$ cat src/rtl/aexm_dmem_resp.sv
// AEXM data-side responder: a direct-mapped, write-through, one-word-per-line cache.
// Load misses and every store go out on the req/ack port and stall the pipeline.
`timescale 1ns/1ps
module aexm_dmem_resp #(
    parameter int INDEX_BITS = 6
) (
    input  logic        gclk,
    input  logic        grst,
    input  logic        d_en,
    input  logic        dSTRLOD,
    input  logic        dLOD,
    input  logic        aexm_dcache_precycle_we,
    input  logic        aexm_dcache_force_miss,
    input  logic [31:0] xADDR,
    input  logic [31:0] xDATA,
    input  logic [3:0]  xSEL,
    output logic [31:0] dcache_rdata,
    output logic        dcache_rvalid,
    output logic        dcache_stall,
    output logic        mem_req,
    output logic        mem_we,
    output logic [31:0] mem_addr,
    output logic [31:0] mem_wdata,
    output logic [3:0]  mem_sel,
    input  logic        mem_ack,
    input  logic [31:0] mem_rdata
);
    localparam int LINES = 1 << INDEX_BITS;
    localparam int TAG_W = 30 - INDEX_BITS;

    typedef enum logic [1:0] {IDLE, READ, WRITE, RESP} state_t;
    state_t state, state_nxt;

    logic                  xop, xlod;
    logic [LINES-1:0]      valid;
    logic [TAG_W-1:0]      tags [LINES];
    logic [31:0]           data [LINES];

    logic [INDEX_BITS-1:0] idx, fill_idx;
    logic [TAG_W-1:0]      xtag;
    logic                  hit, is_load, is_store;
    logic                  ld_hit, ld_miss, st_go, ack_rd, ack_wr;
    logic                  unused_ok;

    assign idx      = xADDR[INDEX_BITS+1:2];
    assign xtag     = xADDR[31:INDEX_BITS+2];
    // Fills address the line through the held request, not the execute inputs.
    assign fill_idx = mem_addr[INDEX_BITS+1:2];
    assign hit      = valid[idx] && (tags[idx] == xtag);
    assign is_load  = xop && xlod;
    assign is_store = xop && !xlod;
    assign ld_hit   = (state == IDLE) && is_load && hit && !aexm_dcache_force_miss;
    assign ld_miss  = (state == IDLE) && is_load && (!hit || aexm_dcache_force_miss);
    assign st_go    = (state == IDLE) && is_store;
    assign ack_rd   = (state == READ) && mem_ack;
    assign ack_wr   = (state == WRITE) && mem_ack;

    // The store strobe is redundant with xop/xlod, which decide the operation.
    assign unused_ok = &{1'b0, aexm_dcache_precycle_we, xADDR[1:0]};

    always_ff @(posedge gclk or posedge grst) begin
        if (grst) state <= IDLE;
        else      state <= state_nxt;
    end

    always_comb begin
        state_nxt = state;
        case (state)
            IDLE:    if (ld_miss) state_nxt = READ;
                     else if (st_go) state_nxt = WRITE;
            READ:    if (mem_ack) state_nxt = RESP;
            WRITE:   if (mem_ack) state_nxt = RESP;
            RESP:    state_nxt = IDLE;
            default: state_nxt = IDLE;
        endcase
    end

    always_comb begin
        dcache_stall = 1'b0;
        case (state)
            IDLE:        dcache_stall = ld_miss || st_go;
            READ, WRITE: dcache_stall = 1'b1;
            default:     dcache_stall = 1'b0;
        endcase
    end

    always_ff @(posedge gclk or posedge grst) begin
        if (grst) begin
            xop           <= 1'b0;
            xlod          <= 1'b0;
            valid         <= '0;
            dcache_rdata  <= '0;
            dcache_rvalid <= 1'b0;
            mem_req       <= 1'b0;
            mem_we        <= 1'b0;
            mem_addr      <= '0;
            mem_wdata     <= '0;
            mem_sel       <= '0;
        end else begin
            dcache_rvalid <= ld_hit || ack_rd;
            if (d_en) begin
                xop  <= dSTRLOD;
                xlod <= dLOD;
            end else if (ld_hit || state == RESP) begin
                xop  <= 1'b0;
                xlod <= 1'b0;
            end
            if (ld_hit)      dcache_rdata <= data[idx];
            else if (ack_rd) dcache_rdata <= mem_rdata;
            if (ld_miss)     valid[idx] <= 1'b0;
            else if (ack_rd) valid[fill_idx] <= 1'b1;
            if (ld_miss || st_go) begin
                mem_req  <= 1'b1;
                mem_we   <= st_go;
                mem_addr <= {xADDR[31:2], 2'b00};
                if (st_go) begin
                    mem_wdata <= xDATA;
                    mem_sel   <= xSEL;
                end
            end else if (ack_rd || ack_wr) begin
                mem_req <= 1'b0;
            end
        end
    end

    // Tag/data arrays need no reset: valid[] gates every use.
    always_ff @(posedge gclk) begin
        if (ack_rd) begin
            tags[fill_idx] <= mem_addr[31:INDEX_BITS+2];
            data[fill_idx] <= mem_rdata;
        end else if (st_go && hit) begin
            for (int unsigned b = 0; b < 4; b++)
                if (xSEL[b]) data[idx][8*b +: 8] <= xDATA[8*b +: 8];
        end
    end
endmodule

$ cat config.mk
export PLATFORM = sky130hd
export DESIGN_NAME = aexm_dmem_resp
export DESIGN_NICKNAME = d
export VERILOG_FILES = /design/src/rtl/aexm_dmem_resp.sv
export SDC_FILE = /design/constraint.sdc
export NUM_CORES = 2
export LEC_CHECK = 0
export BUFFER_PORTS_ARGS = -buffer_cell sky130_fd_sc_hd__buf_2
export CORE_UTILIZATION = 51
export DETAILED_ROUTE_END_ITERATION = 8
export PLACE_DENSITY_LB_ADDON = 0.05
export SLEW_MARGIN = 5
export SYNTH_ARGS = -nofsm -noshare
export SYNTH_HDL_FRONTEND = slang
export SYNTH_SLANG_ARGS = --single-unit
$ cat constraint.sdc
create_clock -name gclk -period 10.78 [get_ports gclk]
set_clock_uncertainty 0.1 [all_clocks]
set_input_delay 1.078 -clock gclk [delete_from_list [all_inputs] [get_ports gclk]]
set_output_delay 1.078 -clock gclk [all_outputs]
set_load 0.005 [all_outputs]
Yosys cells after proc, flatten, opt, wreduce, memory -nomap -nowiden:

Memories as Yosys holds them, arrays and structs flattened.
Index checks and enable logic that the tools add are counted.

* magnitude comparators: 4
* eq/ne operators: 6
* multiplexer cells: 41
* bitwise operators: 3
* reduce and logical (&&, ||, !) cells: 30

Operator list (number)
* 2-to-1 mux 64 bit: 2
* 2-to-1 mux 32 bit: 3
* AND 64 bit: 1
* NOT 64 bit: 1
* bitwise OR 64 bit: 1
* OR reduction 32 bit: 1
* 2-to-1 mux 1 bit: 26
* equality test 24 bit: 1
* < comparator 6 x 7 -> 1 bit, second input constant: 2
* logical AND 1 bit: 13
* demux 1 bit (select 6 bit): 2
* greater-or-equal comparator 6 x 1 -> 1 bit, second input constant: 2
* nonzero test 2 bit: 4
* binary-select mux 1 bit (select 6 bit): 1
* 2-to-1 mux 2 bit: 3
* 2-to-1 mux 6 bit: 1
* one-hot mux 2 bit (3 select lines): 1
* logical OR 1 bit: 5
* equality test 2 bit, second input constant: 2
* 2-to-1 mux 4 bit: 1
* AND reduction 2 bit: 2
* logical NOT 1 bit: 3
* != test 3 bit, second input constant: 1
* equality test 2 x 1 -> 1 bit, second input constant: 1
* other kinds (4): 4

* register bits after elaboration: 169
* bits in writable memories: 3584
* bits of input ports: 108
* output and inout port bits: 104
* logic and storage cells: 97
* memories: 2

Memory list
* data: depth 64, bits a word 32, read ports 1, clocked after Yosys merged registers in 0, wr ports 1, RTL line 37 `logic [31:0] data [LINES];`
* tags: depth 64, bits a word 24, read ports 1, clocked after Yosys merged registers in 0, wr ports 1, RTL line 36 `logic [TAG_W-1:0] tags [LINES];`

Logic depth before layout (Yosys ltp):

* word-level depth: 9
* mapped depth: 20
* gate-level depth less buffers: 11

Worst setup path after synthesis:

No wires, ideal clock.

* kind: in2out
* start: input xADDR[2]
* end: output dcache_stall
* arrival time: 4.394 ns
* data required time: 9.602 ns
* slack: 5.208 ns
* cell stages on the path: 16
* buffers on the path: 5
* cell sequence: buf_6 -> buf_6 -> buf_6 -> buf_2 -> mux2i_1 -> a22oi_1 -> nand3_1 -> nand4_1 -> or4_1 -> a22oi_1 -> nand4_1 -> or3_1 -> or4_1 -> o21bai_2 -> buf_4 -> a21oi_1

* longest elaborated chain between the ends: 8
* elaborated cells between the ends (all ways): 10
* classes of those cells: eq/ne (1); mux (3); reduce/logical (5); memory (1)

RTL lines
* start, declared: RTL line 14 `input logic [31:0] xADDR,`
* memory (64 x 24 bit) / binary-select mux 1 bit (select 6 bit) (equally long branches)
* equality test 24 bit / 2-to-1 mux 1 bit (equally long branches): RTL line 49 `assign hit = valid[idx] && (tags[idx] == xtag);`
* logical AND 1 bit *: RTL line 49
* logical NOT 1 bit *: RTL line 53 `assign ld_miss = (state == IDLE) && is_load && (!hit || aexm_dcache_force_miss);`
* logical OR 1 bit *: RTL line 53
* logical AND 1 bit *: RTL line 53
* logical OR 1 bit *: RTL line 81 `IDLE: dcache_stall = ld_miss || st_go;`
* one-hot mux 1 bit (2 select lines) *: RTL line 80 `case (state)`
* end, declared: RTL line 19 `output logic dcache_stall,`

Mark *: on every way between the ends. The rest lies on a longest branch, timed or not. The select of a mux whose other input is x is not followed.

Final worst setup path:

* start: input xADDR[6]
* end: output dcache_stall

Same word-level chain as after synthesis.

==> results.md <==
- The flow ran to the end, but the final reports show violations.
- The final reports fail on max-capacitance violations.
- Along the worst path, the maximum fanout reaches 40.
- Setup repair after global routing left no endpoint under its margin.
- The hold violation count in the final report is 0.
- The worst slew slack as a fraction of its limit is 0.00535.
- The port buffer count is 206.
- In this run the critical register-to-register path is launched from tags[61][8].
- From bottom edge to top edge, the die measures between 500 and 600 µm.
- The signed area change from the synthesized netlist to the final layout is 13.8%.
- Of the synthesized area, sequential elements account for 0.772.
- The initial antenna violation count came to 22.
- The launch point of the worst path is xADDR[6].
- The minimum period implied by the final worst setup slack is 8.52 ns.
- The relative contribution of sequential cells to total power is 0.523.
- The worst hold path belongs to the class in2async.
- The design draws 34.4 mW.
- TritonCTS created 384 clock buffers.
- For this configuration, the core starts out at a cell density of 0.513.
- Setup violations remaining at the end of the flow were counted as 0.
- The cell sitting at the root of the clock tree is a sky130_fd_sc_hd__clkbuf_16.
- The all-layer global routing usage is 0.347.
- The achievable frequency is 117 MHz.
- Leaving out fill and tap cells, the most frequent cells in the layout are sky130_fd_sc_hd__edfxtp_1, sky130_fd_sc_hd__a22oi_1, sky130_fd_sc_hd__nor2_1.
- The share of total power dissipated in combinational logic is 0.094.
- Synthesis produced a netlist whose cell count is between 8k and 9k.
- The worst-case vdd ir drop is 264 µV.
- At the worst endpoint, the arrival time is 7.34 ns.
- The reg2reg setup slack is 3.99 ns.
- The critical path capture point type is an output port.
- In this run the number of H-tree levels came out at 5.
- In this run the static leakage power is 52.7 nW.
- The longest clock path from root to sink contains 4 buffers.
- The post-detailed-route via-to-cell ratio is 6.82.
- The total of hold buffers inserted after clock tree synthesis is 0.
- For the pin with the worst max-slew slack, the measured transition is ~1.5 ns.
- The HPWL after detailed placement is about 300000 µm.
- The area of the core is around 0.28 mm².
- The post-synthesis sequential element count is 3753.
- The critical path is of the in2out type.
- The worst register-to-register path ends at data[55][27].
- In this run the horizontal extent of the chip is between 500 and 600 µm.
- The worst setup path is launched from an input port.
- Clock-pin slew was measured on the worst setup and hold paths at 0.06 ns.
- The count of synthesis-stage warnings from yosys is 0.
- The required time at the endpoint of the critical path is 9.60 ns.
- After floorplanning, the core was divided into 195 placement rows.
- For the worst flop-to-flop path, the logic depth is 14.
- The mapped netlist covers 0.145 mm².
- The total number of vias is 86.6k.
- The final-report max-slew violation count came to 0.
- The total iterations of the first detailed-routing run is 8.
- After clock tree synthesis, the repair step resized 0 gates.
- The internal power of the cells totals 25.7 mW.
- Entering global routing, the biggest net connects 104 pins.
- The routed design has ~500000 µm of wire.
- In the final design database the tool counted ~8.7k nets.
- In the final routed layout, each cell accounts on average for 39.6 µm.
- 212 I/O pins were placed.
- Yosys mapped a number of flops with a built-in enable equal to ~3.6k.
- The global placement routability congestion is 0.885.
- The tool flagged a number of max-cap violations equal to 2.
- The setup TNS is 0 ns.
- The placed standard-cell area is 0.153 mm².
- The detail route stage leaves a number of antenna-violating nets equal to 0.
- CTS saw 3753 sinks.
- The starting DRC count in detailed routing is between 10k and 15k.
- The global-route wire length before repair is 681000 µm.
- In this run, distinct cell masters in the synthesized netlist total 85.
- The via count of the first global-routing pass is slightly above 80k.
- The clock network power share is 0.383.
- The number of buffers inserted by post-CTS setup repair is 0.
- The floorplan step defined a die boundary enclosing 0.286 mm².
- The library cell used most frequently in the layout, excluding fill and tap cells, is sky130_fd_sc_hd__edfxtp_1.
- Of the total power, the share spent switching nets is 0.253.
- The analysis attributes to net switching a power of 8.72 mW.
- For the worst-skew pair, the clock arrives at the later sink with an insertion delay of 0.98 ns.
- With fillers left out, the area of the finished cells amounts to 0.165 mm².
- TritonCTS built the clock tree.
- The total congestion overflow is 0.
- For this design the ratio of total power to cell area is 209 mW/mm².
- The most common flop cell mapped by yosys is sky130_fd_sc_hd__edfxtp_1.
- The average cell area after synthesis is 17.8 µm².
- The layout has 21.3k filler cells.
- In the finished design, the share of the clock period the worst path needs comes to 0.790.
- In the synthesized netlist the async set-or-reset flop fraction comes to 0.0450.
- The final cell utilization of the core is 0.584.
- In the routed design, unresolved DRC markers number 0.
- The share of final-layout standard cells stronger than drive strength 1 is 0.198.
[registers in the layout, summed over array words and instances (netlist names)]
signal         count
data            2048
xop                1
mem_addr          30
xlod               1
valid             64
tags            1536
dcache_rdata      32
mem_we             1
mem_req            1
dcache_rvalid      1
mem_sel            4
mem_wdata         32
state              2
[worst max-delay path by stage]
| stage | to | slack [ns] | cells past startpoint |
|---|---|---|---|
| 4_1_cts | dcache_stall | 2.48 | 15 |
| 2_1_floorplan | dcache_rdata[0] | 5.03 | 1 |
| 3_5_place_dp | data[43][20] | 1.66 | 16 |
| 3_3_place_gp | data[31][22] | 1.70 | 17 |
| 6_report | dcache_stall | 2.26 | 15 |
| 5_1_grt | data[33][13] | 2.42 | 17 |
[critical path: stages]
cell                       delay [ns]
sky130_fd_sc_hd__buf_4           0.49
sky130_fd_sc_hd__buf_4           0.76
sky130_fd_sc_hd__nand3b_1        1.21
sky130_fd_sc_hd__a221oi_1        0.61
sky130_fd_sc_hd__nand2_1         0.19
sky130_fd_sc_hd__nand2_1         0.12
sky130_fd_sc_hd__o31ai_1         0.07
sky130_fd_sc_hd__a22oi_1         0.35
sky130_fd_sc_hd__buf_4           0.24
sky130_fd_sc_hd__nand4_1         0.41
sky130_fd_sc_hd__or3_1           0.67
sky130_fd_sc_hd__or4_1           0.59
sky130_fd_sc_hd__o21bai_4        0.18
sky130_fd_sc_hd__a21oi_1         0.10
sky130_fd_sc_hd__buf_2           0.14
[synthesized netlist by cell type, types with 40 or more instances]
cell type | number | area [µm²]
sky130_fd_sc_hd__a21oi_1 | 174 | 871
sky130_fd_sc_hd__a221oi_1 | 288 | 2520
sky130_fd_sc_hd__a22o_1 | 112 | 981
sky130_fd_sc_hd__a22oi_1 | 672 | 5040
sky130_fd_sc_hd__a31oi_1 | 60 | 375
sky130_fd_sc_hd__buf_1 | 71 | 267
sky130_fd_sc_hd__buf_2 | 78 | 390
sky130_fd_sc_hd__buf_4 | 40 | 300
sky130_fd_sc_hd__clkbuf_1 | 366 | 1370
sky130_fd_sc_hd__dfrtp_1 | 169 | 4230
sky130_fd_sc_hd__edfxtp_1 | 3584 | 108000
sky130_fd_sc_hd__mux2_2 | 170 | 1910
sky130_fd_sc_hd__mux2i_1 | 485 | 4850
sky130_fd_sc_hd__mux4_2 | 216 | 4860
sky130_fd_sc_hd__nand2_1 | 129 | 484
sky130_fd_sc_hd__nand3_1 | 68 | 340
sky130_fd_sc_hd__nand4_1 | 73 | 457
sky130_fd_sc_hd__nor2_1 | 589 | 2210
sky130_fd_sc_hd__o21ai_0 | 160 | 801
sky130_fd_sc_hd__o22ai_1 | 79 | 494
sky130_fd_sc_hd__o31ai_1 | 62 | 465
[metrics by stage]
step                      worst slack [ns]  hold slack [ns]  cells
after floorplan                       5.03            0.360   8146
after global placement                1.70            0.368  12000
after detailed placement              1.66            0.383  12000
after CTS                             2.48            0.165  12700
after global routing                  2.42            0.201  12700
final                                 2.26            0.165  12700
[cell families after synthesis]
| family | synth area share |
|---|---|
| flops | 0.772 |
| mux | 0.0826 |
| xor+xnor | 0.00115 |
| compound gates | 0.0920 |
| buf+inv | 0.0184 |
| simple gates | 0.0337 |
| fa+ha+maj | 0.000345 |
| other cells | 0.0000259 |
[power by group through the flow]
stage               Combinational [mW]  Clock, mW  Sequential (mW)
floorplan                         1.40          0             18.2
finish                            3.23       13.2             18.0
detailed placement                3.19          0             18.3
CTS                               3.19       13.3             18.0
global placement                  3.13          0             18.2
global route                      3.36       13.8             18.1
[area by class of cell]
| cell class | count | area, µm² | area share |
|---|---|---|---|
| clock inverter | 222 | 2150 | 0.0130 |
| antenna | 15 | 37.5 | 0.000228 |
| clock buffer | 490 | 10200 | 0.0618 |
| timing repair buffer | 649 | 4670 | 0.0283 |
| tap | 3743 | 4680 | 0.0284 |
| inverter | 18 | 82.6 | 0.000501 |
| multi-input combinational | 3797 | 31300 | 0.189 |
| sequential | 3753 | 112000 | 0.678 |
[per-layer routing]
| layer | global-route usage | wire length (µm) | vias up |
|---|---|---|---|
| met5 | 0.00366 | 250 | - |
| li1 | - | - | 34500 |
| met1 | 0.473 | 189000 | 45600 |
| met2 | 0.540 | 233000 | 5467 |
| met4 | 0.178 | 28700 | 12 |
| met3 | 0.0613 | 50100 | 1053 |
Note: power is estimated with default switching activity, not from simulation.
